File: config.mk
export PLATFORM = sky130hd
export DESIGN_NAME = retire_tracker
export DESIGN_NICKNAME = d
export VERILOG_FILES = /design/src/rtl/retire_tracker.sv
export SDC_FILE = /design/constraint.sdc
export NUM_CORES = 1
export LEC_CHECK = 0
export BUFFER_PORTS_ARGS = -buffer_cell sky130_fd_sc_hd__buf_2
export CORE_MARGIN = 2
export CORE_UTILIZATION = 40
export CTS_BUF_LIST = sky130_fd_sc_hd__clkbuf_4
export CTS_CLUSTER_DIAMETER = 150
export CTS_CLUSTER_SIZE = 25
export DETAILED_ROUTE_END_ITERATION = 10
export PLACE_DENSITY_LB_ADDON = 0.05
export RECOVER_POWER = 100
export REMOVE_ABC_BUFFERS = 1
export SYNTH_ARGS = -nofsm -noshare
export SYNTH_HDL_FRONTEND = slang
export SYNTH_SLANG_ARGS = --single-unit
export TNS_END_PERCENT = 1
File: constraint.sdc
create_clock -name clk -period 8.1 [get_ports clk]
set_clock_uncertainty 0.15 [all_clocks]
set_input_delay 1.215 -clock clk [delete_from_list [all_inputs] [get_ports clk]]
set_output_delay 1.215 -clock clk [all_outputs]
set_load 0.01 [all_outputs]
File: src/rtl/retire_tracker.sv
// In-order retire tracker: queues {pc, inst} when an instruction leaves X
// and pairs each entry with its R-stage writeback as a registered commit record.
module retire_tracker #(
  parameter int DEPTH = 4,
  parameter int AW    = 2,
  parameter int XLEN  = 32
) (
  input  logic            clk,
  input  logic            reset,
  input  logic            x_valid,
  input  logic [XLEN-1:0] x_pc,
  input  logic [31:0]     x_inst,
  input  logic            r_valid,
  input  logic            wb_v,
  input  logic [4:0]      wb_rd,
  input  logic [XLEN-1:0] wb_data,
  output logic            cmt_valid,
  output logic [XLEN-1:0] cmt_pc,
  output logic [31:0]     cmt_inst,
  output logic            cmt_rd_v,
  output logic [4:0]      cmt_rd,
  output logic [XLEN-1:0] cmt_data,
  output logic [31:0]     cmt_count,
  output logic [AW:0]     occupancy,
  output logic            err_ovf,
  output logic            err_unf
);

  typedef struct packed {
    logic [XLEN-1:0] pc;
    logic [31:0]     inst;
  } entry_t;

  typedef struct packed {
    logic            valid;
    logic [XLEN-1:0] pc;
    logic [31:0]     inst;
    logic            rd_v;
    logic [4:0]      rd;
    logic [XLEN-1:0] data;
  } cmt_t;

  entry_t mem_q [DEPTH];

  logic [AW:0] wr_ptr_q, wr_ptr_d;
  logic [AW:0] rd_ptr_q, rd_ptr_d;
  cmt_t        cmt_q, cmt_d;
  logic [31:0] cnt_q, cnt_d;
  logic        ovf_q, ovf_d;
  logic        unf_q, unf_d;

  logic   full;
  logic   empty;
  logic   push_ok;
  logic   pop_ok;
  logic   rd_nz;
  entry_t head;

  // Pointer-derived status and the handshake qualification.
  always_comb begin
    full    = (wr_ptr_q[AW] != rd_ptr_q[AW]) &&
              (wr_ptr_q[AW-1:0] == rd_ptr_q[AW-1:0]);
    empty   = (wr_ptr_q == rd_ptr_q);
    pop_ok  = r_valid && !empty;
    push_ok = x_valid && (!full || r_valid);
    rd_nz   = wb_v && (wb_rd != 5'd0);
    head    = mem_q[rd_ptr_q[AW-1:0]];
  end

  // Next-state for pointers, commit record, count and sticky errors.
  always_comb begin
    wr_ptr_d = wr_ptr_q;
    rd_ptr_d = rd_ptr_q;
    cmt_d    = cmt_q;
    cnt_d    = cnt_q;
    ovf_d    = ovf_q;
    unf_d    = unf_q;

    cmt_d.valid = 1'b0;

    if (push_ok) begin
      wr_ptr_d = wr_ptr_q + 1'b1;
    end

    if (pop_ok) begin
      rd_ptr_d    = rd_ptr_q + 1'b1;
      cmt_d.valid = 1'b1;
      cmt_d.pc    = head.pc;
      cmt_d.inst  = head.inst;
      cmt_d.rd_v  = rd_nz;
      cmt_d.rd    = rd_nz ? wb_rd : 5'd0;
      cmt_d.data  = rd_nz ? wb_data : '0;
      cnt_d       = cnt_q + 32'd1;
    end

    if (x_valid && full && !r_valid) begin
      ovf_d = 1'b1;
    end

    if (r_valid && empty) begin
      unf_d = 1'b1;
    end
  end

  // Control state; reset discards every queued entry at once.
  always_ff @(posedge clk or negedge reset) begin
    if (!reset) begin
      wr_ptr_q <= '0;
      rd_ptr_q <= '0;
      cmt_q    <= '0;
      cnt_q    <= '0;
      ovf_q    <= 1'b0;
      unf_q    <= 1'b0;
    end else begin
      wr_ptr_q <= wr_ptr_d;
      rd_ptr_q <= rd_ptr_d;
      cmt_q    <= cmt_d;
      cnt_q    <= cnt_d;
      ovf_q    <= ovf_d;
      unf_q    <= unf_d;
    end
  end

  // Entry storage is left uninitialised; only pointers define validity.
  always_ff @(posedge clk) begin
    if (push_ok) begin
      mem_q[wr_ptr_q[AW-1:0]] <= '{pc: x_pc, inst: x_inst};
    end
  end

  assign cmt_valid = cmt_q.valid;
  assign cmt_pc    = cmt_q.pc;
  assign cmt_inst  = cmt_q.inst;
  assign cmt_rd_v  = cmt_q.rd_v;
  assign cmt_rd    = cmt_q.rd;
  assign cmt_data  = cmt_q.data;
  assign cmt_count = cnt_q;
  assign occupancy = wr_ptr_q - rd_ptr_q;
  assign err_ovf   = ovf_q;
  assign err_unf   = unf_q;

endmodule

Yosys cells after proc, flatten, opt, wreduce, memory -nomap -nowiden
Memories as Yosys holds them, arrays and structs flattened.
Cells that the tools add are included.
Operators by class
  equality and inequality tests: 3
  $add $sub $neg: 4
  reductions and logical operators: 12
  mux-type cells: 5
Operators by type and width (number)
  2-to-1 mux 103 bit: 1
  adder 32 x 1 -> 32 bit (second input constant): 1
  2-to-1 mux 32 bit: 1
  logical AND 1 bit: 7
  adder 3 x 1 -> 3 bit (second input constant): 2
  2-to-1 mux 5 bit: 1
  nonzero test 5 bit: 1
  == test 3 bit: 1
  logical NOT 1 bit: 3
  subtractor 3 bit: 1
  == test 2 bit: 1
  2-to-1 mux 1 bit: 2
  logical OR 1 bit: 1
  != test 1 bit: 1
Storage, ports and cells
  bits in writable memories: 256
  flip-flop bits (word level): 143
  output and inout bits: 140
  word-level logic and storage cells: 36
  memories kept: 1
Memories
  mem_q: words 4, bits a word 64, rd ports 1, clocked after memory_dff 0, write ports 1, line 43  | entry_t mem_q [DEPTH];

Depth between registers and ports, before layout
Gate-level depths: netlist of run 1.
  depth after elaboration: 7
  gate-level depth with buffers: 11

Worst setup path after synthesis of run 1
No wires, ideal clock.
  kind: reg2reg
  from: reg rd_ptr_q[1]
  to: mem mem_q[3][0] in the netlist's numbering, enable pin
  cell stages (with the launch flop): 8
  setup slack: 4.159 ns
  arrival time: 3.360 ns
  path buffers: 2
  cells stage by stage: dfrtp_1 > clkbuf_1 > clkbuf_1 > inv_1 > ha_1 > nand2_1 > o31a_1 > and2_1
Between the ends
  word-level cells in the longest chain between the ends: 7
RTL lines
  from (decl): line 46  | logic [AW:0] rd_ptr_q, rd_ptr_d;
  from (signal assigned): line 116  | rd_ptr_q <= rd_ptr_d;
  == test 2 bit: line 62  | (wr_ptr_q[AW-1:0] == rd_ptr_q[AW-1:0]);
  logical AND 1 bit: line 61  | full = (wr_ptr_q[AW] != rd_ptr_q[AW]) &&
  logical NOT 1 bit: line 65  | push_ok = x_valid && (!full || r_valid);
  logical OR 1 bit: line 65
  logical AND 1 bit: line 65
  2-to-1 mux 1 bit: line 126  | if (push_ok) begin
  2-to-1 mux 1 bit (not written as such): line 127  | mem_q[wr_ptr_q[AW-1:0]] <= '{pc: x_pc, inst: x_inst};
  to (decl): line 43
No other way between the ends.

Final worst setup path of run 1
  from: reg rd_ptr_q[0]
  to: reg cmt_q (netlist bit cmt_data[26])
Between the ends
  word-level cells in the longest chain between the ends: 3
RTL lines
  == test 3 bit: line 63  | empty = (wr_ptr_q == rd_ptr_q);
  logical NOT 1 bit: line 64  | pop_ok = r_valid && !empty;
  logical AND 1 bit: line 64
  to (signal assigned): line 117  | cmt_q <= cmt_d;
  to (decl): line 47  | cmt_t cmt_q, cmt_d;
No other way between the ends.
A chain may end at the register's enable or synchronous reset.

==> results of run 1 <==
==> cell usage in the layout (no fill, tap or decap), types with 3 or more instances in the layout <==
master / netlist / layout
sky130_fd_sc_hd__inv_1: 7 / 8
sky130_fd_sc_hd__xor2_1: 8 / 8
sky130_fd_sc_hd__edfxtp_1: 256 / 256
sky130_fd_sc_hd__a22o_1: 32 / 32
sky130_fd_sc_hd__ha_1: 8 / 8
sky130_fd_sc_hd__nand2_1: 216 / 216
sky130_fd_sc_hd__nor4_1: 0 / 3
sky130_fd_sc_hd__nor3_1: 3 / 3
sky130_fd_sc_hd__clkbuf_1: 18 / 206
sky130_fd_sc_hd__and4_1: 5 / 5
sky130_fd_sc_hd__buf_2: 19 / 40
sky130_fd_sc_hd__nand4_1: 12 / 12
sky130_fd_sc_hd__buf_4: 0 / 6
sky130_fd_sc_hd__clkbuf_2: 0 / 4
sky130_fd_sc_hd__nand3_1: 19 / 19
sky130_fd_sc_hd__clkbuf_4: 0 / 33
sky130_fd_sc_hd__dfrtp_1: 143 / 142
sky130_fd_sc_hd__diode_2: 0 / 3
sky130_fd_sc_hd__mux4_2: 64 / 64
sky130_fd_sc_hd__and3_1: 4 / 4
sky130_fd_sc_hd__xnor2_1: 30 / 30
==> routing by layer <==
metal / part of all wire / vias up / global-route usage / wire [µm]
li1: - / 3708 / - / -
met4: 0.015 / 6 / 0.0276 / 475
met2: 0.47 / 202 / 0.268 / 15200
met5: 0.0011 / - / 0 / 37
met3: 0.056 / 30 / 0.0355 / 1840
met1: 0.46 / 4188 / 0.240 / 15100
==> logic make-up (layout without fill, tap and decap cells) <==
group	count (synthesis)	count (layout)
compound gates	43	43
buf+inv	47	298
xor+xnor	38	38
fa+ha+maj	9	9
other cells	0	3
flops	399	399
simple gates	275	275
mux	64	64
==> final cells by class <==
cell class                 instances  area share
clock buffer                      33      0.0149
antenna                            3    0.000451
timing repair buffer             256      0.0624
clock inverter                     1    0.000226
tap                              468      0.0352
inverter                           8     0.00180
sequential                       399       0.677
multi-input combinational        429       0.208
==> worst reg2reg max path, cell delays in order (launching register included) <==
cell and delay (ns):
sky130_fd_sc_hd__dfrtp_1 1.99, sky130_fd_sc_hd__ha_1 0.34, sky130_fd_sc_hd__nand2_1 0.14, sky130_fd_sc_hd__o21ai_4 0.64
sky130_fd_sc_hd__clkbuf_2 1.51, sky130_fd_sc_hd__nor2_2 0.10, sky130_fd_sc_hd__buf_4 0.31, sky130_fd_sc_hd__a22o_1 0.24
==> flip-flops by register name (all words and copies together), names as in the netlist, 3 cells and up <==
| register | count |
|---|---|
| cmt_count | 32 |
| cmt_data | 32 |
| cmt_inst | 32 |
| cmt_pc | 32 |
| cmt_rd | 5 |
| mem_q | 256 |
| rd_ptr_q | 3 |
| wr_ptr_q | 3 |
==> report_power, final <==
group / switching (mW) / internal (mW) / total [mW]
clock: 0.573 / 0.182 / 0.755
sequential: 0.321 / 2.75 / 3.07
combinational: 1.03 / 0.705 / 1.74
total: 1.93 / 3.64 / 5.57
==> synth_stat cells <==
cell type / number
sky130_fd_sc_hd__a21o_1: 1
sky130_fd_sc_hd__a21oi_1: 1
sky130_fd_sc_hd__a22o_1: 32
sky130_fd_sc_hd__a31o_2: 1
sky130_fd_sc_hd__a41o_1: 1
sky130_fd_sc_hd__and2_1: 6
sky130_fd_sc_hd__and3_1: 4
sky130_fd_sc_hd__and4_1: 5
sky130_fd_sc_hd__buf_1: 2
sky130_fd_sc_hd__buf_2: 19
sky130_fd_sc_hd__clkbuf_1: 18
sky130_fd_sc_hd__dfrtp_1: 143
sky130_fd_sc_hd__edfxtp_1: 256
sky130_fd_sc_hd__fa_1: 1
sky130_fd_sc_hd__ha_1: 8
sky130_fd_sc_hd__inv_1: 7
sky130_fd_sc_hd__inv_2: 1
sky130_fd_sc_hd__mux4_2: 64
sky130_fd_sc_hd__nand2_1: 216
sky130_fd_sc_hd__nand3_1: 19
sky130_fd_sc_hd__nand4_1: 12
sky130_fd_sc_hd__nand4_2: 1
sky130_fd_sc_hd__nor2_1: 1
sky130_fd_sc_hd__nor2_2: 1
sky130_fd_sc_hd__nor3_1: 3
sky130_fd_sc_hd__nor4_2: 3
sky130_fd_sc_hd__nor4_4: 1
sky130_fd_sc_hd__o211a_1: 1
sky130_fd_sc_hd__o211ai_1: 1
sky130_fd_sc_hd__o21ai_1: 3
sky130_fd_sc_hd__o21ai_2: 1
sky130_fd_sc_hd__o31a_1: 1
sky130_fd_sc_hd__or2_2: 1
sky130_fd_sc_hd__or4_1: 1
sky130_fd_sc_hd__or4_4: 1
sky130_fd_sc_hd__xnor2_1: 30
sky130_fd_sc_hd__xor2_1: 8
==> worst max-delay path by stage <==
stage	from	endpoint	slack, ns	cells past startpoint
finish	rd_ptr_q[0]	cmt_data[26]	2.57	7
global route	rd_ptr_q[0]	cmt_data[26]	1.92	7
CTS	rd_ptr_q[0]	occupancy[1]	3.90	4
detailed placement	rd_ptr_q[1]	cmt_data[6]	4.25	8
global placement	rd_ptr_q[1]	cmt_data[11]	4.31	8
floorplan	rd_ptr_q[0]	cmt_count[3]	1.15	6
==> through the flow <==
step	instances	util	power, mW	area (µm²)	setup slack, ns
after floorplan	836	-	4.22	14800	1.15
after global placement	1560	0.455	4.97	16700	4.31
after detailed placement	1560	0.455	4.98	16700	4.25
after CTS	1594	0.462	5.74	16900	3.90
after global routing	1595	0.453	5.95	16600	1.92
final	1597	0.453	5.57	16600	2.57
==> reports/qor_table.md, run 1 <==
| Result | Value |
| --- | --- |
| Slowest cell on the critical path | sky130_fd_sc_hd__dfrtp_1 |
| Class of the tightest hold or removal check | flip-flop to flip-flop |
| Multi-input combinational cell area | 3460 µm² |
| Upper clock frequency limit | 181 MHz |
| Clock root buffer master | sky130_fd_sc_hd__clkbuf_4 |
| IR Drop Worst-Case VDD | 0.128 mV |
| DR iter-0 viols | 361 |
| Detailed-route DRC error count | 0 |
| Vertical extent of the die | 197 µm |
| Placer Congestion | 0.719 |
| Antenna-violating nets left | 0 |
| Final HPWL DP | 19600 µm |
| Worst hold start | cmt_count[31] |
| Largest fanout on the critical path | 84 |
| Critical Path, Cell by Cell | ha_1 -> nand2_1 -> o21ai_4 -> clkbuf_2 -> nor2_2 -> buf_4 -> a22o_1 |
| Remaining global-route overflow | 0 |
| Buffers & Inverters on Critical Path | 2 |
| Adder-Cell Fraction of Synth Area | 0.00804 |
| Top cell type by total area after synthesis | sky130_fd_sc_hd__edfxtp_1 |
| Outcome | finished with violations |
| Worst Max-Slew Pin Slew | 4.46 ns |
| Synth-to-layout area growth | 11.5% |
| Via count of the first global-routing pass | 8302 |
| Worst Path Arrival | 6.02 ns |
| Synthesized netlist cell count | 875 |
| Unrepaired setup endpoints after global routing | no |
| Pleak | 6.28 nW |
| Total Negative Setup Slacks | 0 ns |
| Average instance area after synthesis | 17.1 µm² |
| Number of instances on the worst hold path | 1 |
| Final hold slack | 0.335 ns |
| Wire length reported by the detailed router | 32600 µm |
| Overall fraction of global-route tracks in use | 0.167 |
| Relative slew slack | -1.97 |
| Number of different library cells in the post-synthesis netlist | 37 |
| Clk buf depth | 3 |
| Stage delay of the slowest cell on the critical path | 1.99 ns |
| End of the worst register-to-register path | cmt_data[26] |
| Number of register bits inferred by synthesis | 399 |
| Synthesized-area fraction occupied by xor and xnor cells | 0.0223 |
| Max_cap viols | 6 |
| Area taken by flip-flops and latches | 11300 µm² |
| Yosys warns | 0 |
| I/O Pins | 246 |
| Simple-Gate Fraction of Synth Area | 0.0810 |
| Main combinational cell family by area after synthesis | multiplexers |
| Post-synthesis sequential area ratio | 0.755 |
| Multiplexer fraction of the synthesized cell area | 0.0965 |
| Power per standard cell area | 334 nW/µm² |
| Routed via count | 8134 |
| Clock tree sinks | 399 |
| Die Area | 38900 µm² |
| Synth Area in Compound Gates | 0.0242 |
| Fraction of post-synthesis cell area in the top cell type by area | 0.515 |
| Site row count | 70 |
| Max Slew Vio Count | 393 |
| Required time of the critical path | 8.59 ns |
| Final hold violations | 0 |
| Number of resized instances in the post-cts repair step | 0 |
| Number of antenna violations at the first check in global routing | 6 |
| Critical Path End Type | flip-flop |
| Proportion of layout cells with a drive suffix above 1 | 0.141 |
| Number of buffers created by CTS | 19 |
| Count of buffers inserted at the top-level ports | 245 |
| First-pass iteration count of the detailed router | 4 |
| Horizontal extent of the die | 197 µm |
| Fill cell total of the finished layout | 3347 |
| Leading post-synthesis cells by cell area | sky130_fd_sc_hd__edfxtp_1 51%, sky130_fd_sc_hd__dfrtp_1 24%, sky130_fd_sc_hd__mux4_2 9.7% |
| Crit path launch type | flip-flop |
| Synthesized cell area | 14900 µm² |
| Buffers inserted during post-CTS setup optimization | 0 |
| Logic depth of the worst register-to-register path | 7 |
| Clock-pin slew of the registers on the worst-case setup and hold paths | 0.25 ns |
| Clock Latency Late Sink | 0.76 ns |
| Largest delay contributor family on the critical path | flip-flops |
| Wire length of the first global-routing pass | 49700 µm |
| Core region area | 36700 µm² |
| Total number of nets in the final design | 1228 |
| Register-to-register setup slack | 2.57 ns |
| Worst r2r src | rd_ptr_q[0] |
| Routed length per instance | 20.4 µm |
| WS Path Type | flip-flop to flip-flop |
| CTS tree | done |
| Pin count of the biggest net entering global routing | 85 |
| Sink of the worst hold path | cmt_count[31] |
| Number of buffers inserted by hold repair at cts | 0 |
| Final period util | 0.683 |
| Initial standard-cell utilization of the core | 0.407 |
| Vias/cell | 5.09 |
| H-tree depth reported by CTS | 1 |
| Setup Viol. Count Final | 0 |
| Final critical delay including setup and external delays | 5.53 ns |
| Violations in the final reports | capacitance limit, slew limit |
No activity file was read; power rests on OpenSTA's default activity.
==> run 2: changes to the inputs <==
- clock period: 8.1 -> 4.9 ns (I/O delays scaled with it)
==> reports/qor_table.md, run 2 (same netlist as run 1, synthesis figures left out) <==
| Result | Value | Change |
| --- | --- | --- |
| CTS tree | done |  |
| Die Area | 38900 µm² | unchanged |
| Upper clock frequency limit | 254 MHz | +41% |
| DR iter-0 viols | 471 | +30% |
| Synth-to-layout area growth | 18.2% |  |
| Final period util | 0.803 | +0.120 |
| Routed length per instance | 19.3 µm | -5.4% |
| First-pass iteration count of the detailed router | 5 | +1 |
| IR Drop Worst-Case VDD | 0.228 mV | +78% |
| Number of flip-flops under the largest register name | 256 | unchanged |
| Clock Latency Late Sink | 0.75 ns | about the same |
| Largest fanout on the critical path | 31 | -63% |
| Clock tree sinks | 399 | unchanged |
| Final critical delay including setup and external delays | 3.93 ns | -1.60 ns |
| Violations in the final reports | capacitance limit, slew limit |  |
| Class of the tightest hold or removal check | input pin to flip-flop |  |
| Number of antenna violations at the first check in global routing | 2 | -4 |
| Leading cell type in the layout, fill and taps excluded | sky130_fd_sc_hd__edfxtp_1 |  |
| Total design power | 9.24 mW | +66% |
| Pleak | 6.70 nW | +6.6% |
| Detailed-route DRC error count | 0 | unchanged |
| Outcome | finished with violations |  |
| Worst Max-Slew Pin Slew | 2.18 ns | -2.27 ns |
| Core region area | 36700 µm² | unchanged |
| Number of buffers created by CTS | 19 | unchanged |
| Layout Utilization | 0.481 | +0.0275 |
| Antenna-violating nets left | 0 | unchanged |
| Required time of the critical path | 5.22 ns | -3.37 ns |
| Wire length reported by the detailed router | 32800 µm | +0.65% |
| Final HPWL DP | 20500 µm | +4.8% |
| I/O Pins | 246 | unchanged |
| Vertical extent of the die | 197 µm | unchanged |
| Crit path launch type | flip-flop |  |
| WS Path Type | flip-flop to flip-flop |  |
| Vias/cell | 4.93 | -3.2% |
| H-tree depth reported by CTS | 1 | unchanged |
| Power per standard cell area | 524 nW/µm² | +57% |
| Clock-pin slew of the registers on the worst-case setup and hold paths | 0.25 ns | about the same |
| Pin count of the biggest net entering global routing | 83 | -2.4% |
| Initial standard-cell utilization of the core | 0.407 | unchanged |
| Final hold violations | 0 | unchanged |
| Clock root buffer master | sky130_fd_sc_hd__clkbuf_4 |  |
| Setup Viol. Count Final | 0 | unchanged |
| Via count of the first global-routing pass | 8631 | +4.0% |
| Total number of nets in the final design | 1331 | +8.4% |
| Max Slew Vio Count | 245 | -38% |
| Max_cap viols | 6 | unchanged |
| Proportion of layout cells with a drive suffix above 1 | 0.130 | -0.0110 |
| Horizontal extent of the die | 197 µm | unchanged |
| Site row count | 70 | unchanged |
| Routed via count | 8377 | +3.0% |
| Unrepaired setup endpoints after global routing | no |  |
| Overall fraction of global-route tracks in use | 0.167 | +0.000226 |
| Remaining global-route overflow | 0 | unchanged |
| Most frequent cells in the layout | 256 x sky130_fd_sc_hd__edfxtp_1, 216 x sky130_fd_sc_hd__nand2_1, 210 x sky130_fd_sc_hd__clkbuf_1 |  |
| Relative slew slack | -0.455 | +1.52 |
| Wire length of the first global-routing pass | 50400 µm | +1.4% |
| Clk buf depth | 3 | unchanged |
| Critical Path End Type | flip-flop |  |
| Worst Path Arrival | 4.25 ns | -1.77 ns |
| Count of buffers inserted at the top-level ports | 245 | unchanged |
| Placer Congestion | 0.736 | +2.4% |
-- run 2: final cells by class --
| cell class | instances | area [µm²] |
|---|---|---|
| Antenna cell | 2 | 5.00 |
| Clock buffer | 33 | 248 |
| Clock inverter | 1 | 3.75 |
| Fill cell | 3298 | 19000 |
| Inverter | 8 | 30.0 |
| Multi-Input combinational cell | 429 | 3460 |
| Sequential cell | 399 | 11300 |
| Tap cell | 468 | 586 |
| Timing Repair Buffer | 359 | 2050 |
-- run 2: report_power, final --
part	internal (mW)	switching (mW)	total, mW
Sequential	4.54	0.424	4.96
Clock	0.300	0.940	1.24
Combinational	1.22	1.82	3.04
Total	6.06	3.18	9.24
-- run 2: critical path, cell delays in order, from the launching register on --
cell	delay (ns)
sky130_fd_sc_hd__dfrtp_4	0.82
sky130_fd_sc_hd__ha_1	0.36
sky130_fd_sc_hd__nand2_1	0.17
sky130_fd_sc_hd__o31a_1	0.27
sky130_fd_sc_hd__and2_1	1.36
sky130_fd_sc_hd__buf_4	0.49
-- run 2: worst paths after layout --
kind                          startpoint  depth (start not counted)             to  slack (ns)
max                          rd_ptr_q[0]                          5   mem_q[2][20]        0.97
min                                 wb_v                          3      cmt_rd[3]         0.1
max reg2reg                  rd_ptr_q[0]                          5   mem_q[2][20]        0.97
min reg2reg                cmt_count[31]                          1  cmt_count[31]        0.34
max in group asynchronous          reset                          3      cmt_pc[2]        1.15
min in group asynchronous          reset                          2    cmt_inst[6]        1.01
-- run 2: routing by layer --
layer / GRT usage / wire (µm) / vias up
li1: - / - / 3912
met1: 0.240 / 15200 / 4217
met2: 0.277 / 15600 / 219
met3: 0.0239 / 1550 / 27
met4: 0.0292 / 483 / 2
met5: 0 / 9 / -
-- run 2: what timing repair did --
| item | CTS | global route |
|---|---|---|
| hold buffers | 97 | 2 |
| gates resized for setup | 0 | 0 |
| hold endpoints to repair | 343 | 4 |
| buffers inserted | 0 | 0 |
-- run 2: through the flow --
| stage | worst slack [ns] | setup TNS (ns) | hold slack (ns) | instance area [µm²] | cells |
|---|---|---|---|---|---|
| after floorplan | -2.05 | -385.82 | 0.289 | 14800 | 836 |
| after global placement | 1.70 | 0 | 0.302 | 16700 | 1564 |
| after detailed placement | 1.64 | 0 | 0.307 | 16700 | 1564 |
| after CTS | 1.11 | 0 | 0.00175 | 17900 | 1695 |
| after global routing | 0.541 | 0 | 0.0196 | 17700 | 1699 |
| final | 0.966 | 0 | 0.0972 | 17700 | 1699 |
==> run 3: changes to the inputs <==
- ABC_AREA: default -> 1
- clock period: 4.9 -> 3.4 ns (I/O delays scaled with it)
==> reports/qor_table.md, run 3 <==
| Result | Value | Change |
| --- | --- | --- |
| Stage delay of the slowest cell on the critical path | 0.62 ns | -0.74 ns |
| H-tree depth reported by CTS | 1 | unchanged |
| IR Drop Worst-Case VDD | 0.462 mV | +100% |
| Pleak | 7.14 nW | +6.5% |
| Synth-to-layout area growth | 17.5% |  |
| Post-synthesis sequential area ratio | 0.724 | -0.0305 |
| Worst Path Arrival | 2.54 ns | -1.71 ns |
| Largest fanout on the critical path | 66 | +110% |
| Routed length per instance | 17.3 µm | -10% |
| Number of buffers created by CTS | 19 | unchanged |
| I/O Pins | 246 | unchanged |
| Clock tree sinks | 399 | unchanged |
| FFs w/ async S/R, synth | 0.358 | unchanged |
| Worst Max-Slew Pin Slew | 1.50 ns | -0.682 ns |
| Horizontal extent of the die | 201 µm | +2.0% |
| Pin count of the biggest net entering global routing | 83 | unchanged |
| Fraction of post-synthesis cell area in the top cell type by area | 0.494 | -0.0208 |
| Wire length reported by the detailed router | 38000 µm | +16% |
| Clock Latency Late Sink | 0.74 ns | about the same |
| Power per standard cell area | 746 nW/µm² | +42% |
| Routed via count | 10700 | +27% |
| Post-synth EDFFs | 256 | unchanged |
| Post-route insts no fill | 2191 | +29% |
| Final critical delay including setup and external delays | 3.20 ns |  |
| WS Path Type | flip-flop to output port |  |
| Most frequent cells in the layout | 316 x sky130_fd_sc_hd__nand2_1, 256 x sky130_fd_sc_hd__edfxtp_1, 202 x sky130_fd_sc_hd__clkbuf_1 |  |
| Placed cell count | 2047 | +31% |
| Setup Viol. Count Final | 0 | unchanged |
| Clock-pin slew of the registers on the worst-case setup and hold paths | 0.26 ns | about the same |
| Fill cell total of the finished layout | 3731 | +13% |
| Crit path launch type | flip-flop |  |
| Count of buffers inserted at the top-level ports | 245 | unchanged |
| DR iter-0 viols | 570 | +21% |
| First-pass iteration count of the detailed router | 4 | -1 |
| Vias/cell | 4.86 | -1.4% |
| Largest delay contributor family on the critical path | buffers and inverters |  |
| Cell count along the critical path | 4 | -1 |
| Number of register bits inferred by synthesis | 399 | unchanged |
| Die Area | 40500 µm² | +4.1% |
| Number of flip-flops under the largest register name | 256 | unchanged |
| Antenna-violating nets left | 0 | unchanged |
| Placer Congestion | 0.806 | +9.5% |
| Number of instances on the worst hold path | 2 | -1 |
| Leading cell type in the layout, fill and taps excluded | sky130_fd_sc_hd__nand2_1 |  |
| Average instance area after synthesis | 11.7 µm² | -31% |
| Class of the tightest hold or removal check | flip-flop to flip-flop |  |
| Max_cap viols | 1 | -5 |
| Remaining global-route overflow | 0 | unchanged |
| CTS tree | done |  |
| Synthesized netlist cell count | 1330 | +52% |
| Clk buf depth | 3 | unchanged |
| Slowest cell on the critical path | sky130_fd_sc_hd__buf_4 |  |
| Overall fraction of global-route tracks in use | 0.187 | +0.0193 |
| Layout Utilization | 0.474 | -0.00678 |
| Final hold violations | 0 | unchanged |
| Synthesized cell area | 15600 µm² | +4.2% |
| Most frequent cells after synthesis | 316 x sky130_fd_sc_hd__nand2_1, 256 x sky130_fd_sc_hd__edfxtp_1, 165 x sky130_fd_sc_hd__nor2_1 |  |
| Total number of nets in the final design | 1772 | +33% |
| Clock root buffer master | sky130_fd_sc_hd__clkbuf_4 |  |
| Post-synth top flop | sky130_fd_sc_hd__edfxtp_1 |  |
| Core region area | 38600 µm² | +5.1% |
| Wire length of the first global-routing pass | 60400 µm | +20% |
| Final HPWL DP | 22400 µm | +9.2% |
| Vertical extent of the die | 201 µm | +2.0% |
| Outcome | finished with violations |  |
| Detailed-route DRC error count | 0 | unchanged |
| Unrepaired setup endpoints after global routing | no |  |
| Max Slew Vio Count | 48 | -80% |
| Initial standard-cell utilization of the core | 0.404 | -0.00330 |
| Logic depth of the worst register-to-register path | 8 | +3 |
| Top-count cell post-synth | sky130_fd_sc_hd__nand2_1 |  |
| Buffers & Inverters on Critical Path | 3 | +2 |
| Via count of the first global-routing pass | 10700 | +24% |
| Top cell type by total area after synthesis | sky130_fd_sc_hd__edfxtp_1 |  |
| Site row count | 72 | +2.9% |
| Critical Path End Type | output port |  |
| Upper clock frequency limit | 312 MHz |  |
| Number of antenna violations at the first check in global routing | 3 | +1 |
| Violations in the final reports | capacitance limit, slew limit |  |
| Yosys warns | 0 | unchanged |
| Buffers inserted during post-CTS setup optimization | 0 | unchanged |
| Relative slew slack | -0.000262 | +0.455 |
| Required time of the critical path | 2.74 ns | -2.48 ns |
| Number of different library cells in the post-synthesis netlist | 29 | -22% |
| Final period util | 0.942 |  |
| Leading post-synthesis cells by cell area | sky130_fd_sc_hd__edfxtp_1 49%, sky130_fd_sc_hd__dfrtp_1 23%, sky130_fd_sc_hd__nand2_1 7.6% |  |
| Critical Path, Cell by Cell | buf_4 -> fa_1 -> inv_1 -> buf_2 |  |
| Proportion of layout cells with a drive suffix above 1 | 0.0635 | -0.0667 |
## run 3: changes by cell type in the layout (fill, tap and decap cells not counted), sizes merged, moves of 8 or more
| cell | delta |
|---|---|
| mux4 | -64 |
| nand2 | +100 |
| xor2 | +8 |
| dlygate4sd3 | +8 |
| o21ai | +161 |
| a22o | -32 |
| o22ai | +64 |
| inv | +62 |
| nor2 | +168 |
| xnor2 | -22 |
## run 3: stage by stage
stage	TNS (ns)	cell area [µm²]	setup WS (ns)	hold slack [ns]	power (mW)
3_5_place_dp	0	17300	0.801	0.310	12.2
2_1_floorplan	-1085.09	15200	-3.28	0.0644	9.99
3_3_place_gp	0	17300	0.840	0.307	12.2
5_1_grt	0	18300	0.00395	0.332	14.7
6_report	0	18300	0.198	0.360	13.6
4_1_cts	0	18600	0.0656	0.0722	14.1
## run 3: cell families (layout without fill, tap and decap cells)
family	Yosys count	in the layout	share of synthesized area
and+or+nand+nor	529	529	0.134
DFF	399	399	0.724
AOI/OAI and AO/OA	232	232	0.0801
buffers and inverters	137	477	0.0403
xor gates and xnor gates	24	24	0.0135
adders and majority gates	9	9	0.00772
other	0	3	0
## run 3: path summary, 6_finish.rpt
path | start | to | slack (ns)
max | rd_ptr_q[1] | occupancy[1] | 0.20
min | cmt_pc[13] | cmt_pc[13] | 0.36
max reg2reg | wr_ptr_q[0] | mem_q[1][32] | 0.30
min reg2reg | cmt_pc[13] | cmt_pc[13] | 0.36
max in group asynchronous | reset | cmt_data[11] | 0.91
min in group asynchronous | reset | cmt_count[13] | 0.48
## run 3: worst register-to-register path, cell delays in order, from the launching register on
cell and delay, ns:
sky130_fd_sc_hd__dfrtp_1 0.46, sky130_fd_sc_hd__inv_1 0.14, sky130_fd_sc_hd__ha_1 0.27, sky130_fd_sc_hd__nand2_1 0.07, sky130_fd_sc_hd__inv_1 0.05, sky130_fd_sc_hd__nand3_1 0.09, sky130_fd_sc_hd__nand2_1 0.23, sky130_fd_sc_hd__nor2_1 0.23
sky130_fd_sc_hd__clkbuf_2 1.02
## run 3: power breakdown
group | switching, mW | internal (mW)
Sequential | 0.502 | 6.52
Combinational | 3.38 | 1.43
Clock | 1.36 | 0.433
Total | 5.25 | 8.39
## run 3: repair_timing
action                    4_1_cts  5_1_grt
hold buffers                  107        0
gates resized for setup         0        0
hold endpoints to repair      360        0
## run 3: cell type report
class / instances / area (µm²) / share of cell area
sequential: 399 / 11300 / 0.616
multi-input combinational: 794 / 3660 / 0.200
timing repair buffer: 372 / 2180 / 0.119
tap: 518 / 648 / 0.0354
inverter: 71 / 270 / 0.0148
clock buffer: 33 / 248 / 0.0135
antenna: 3 / 7.51 / 0.000411
clock inverter: 1 / 3.75 / 0.000205
## run 3: per-layer routing
| layer | global-route usage | vias to the layer above | part of all wire |
|---|---|---|---|
| li1 | - | 5160 | - |
| met1 | 0.260 | 5251 | 0.46 |
| met2 | 0.318 | 210 | 0.48 |
| met3 | 0.0251 | 30 | 0.041 |
| met4 | 0.0305 | 0 | 0.014 |
| met5 | 0 | - | 0 |
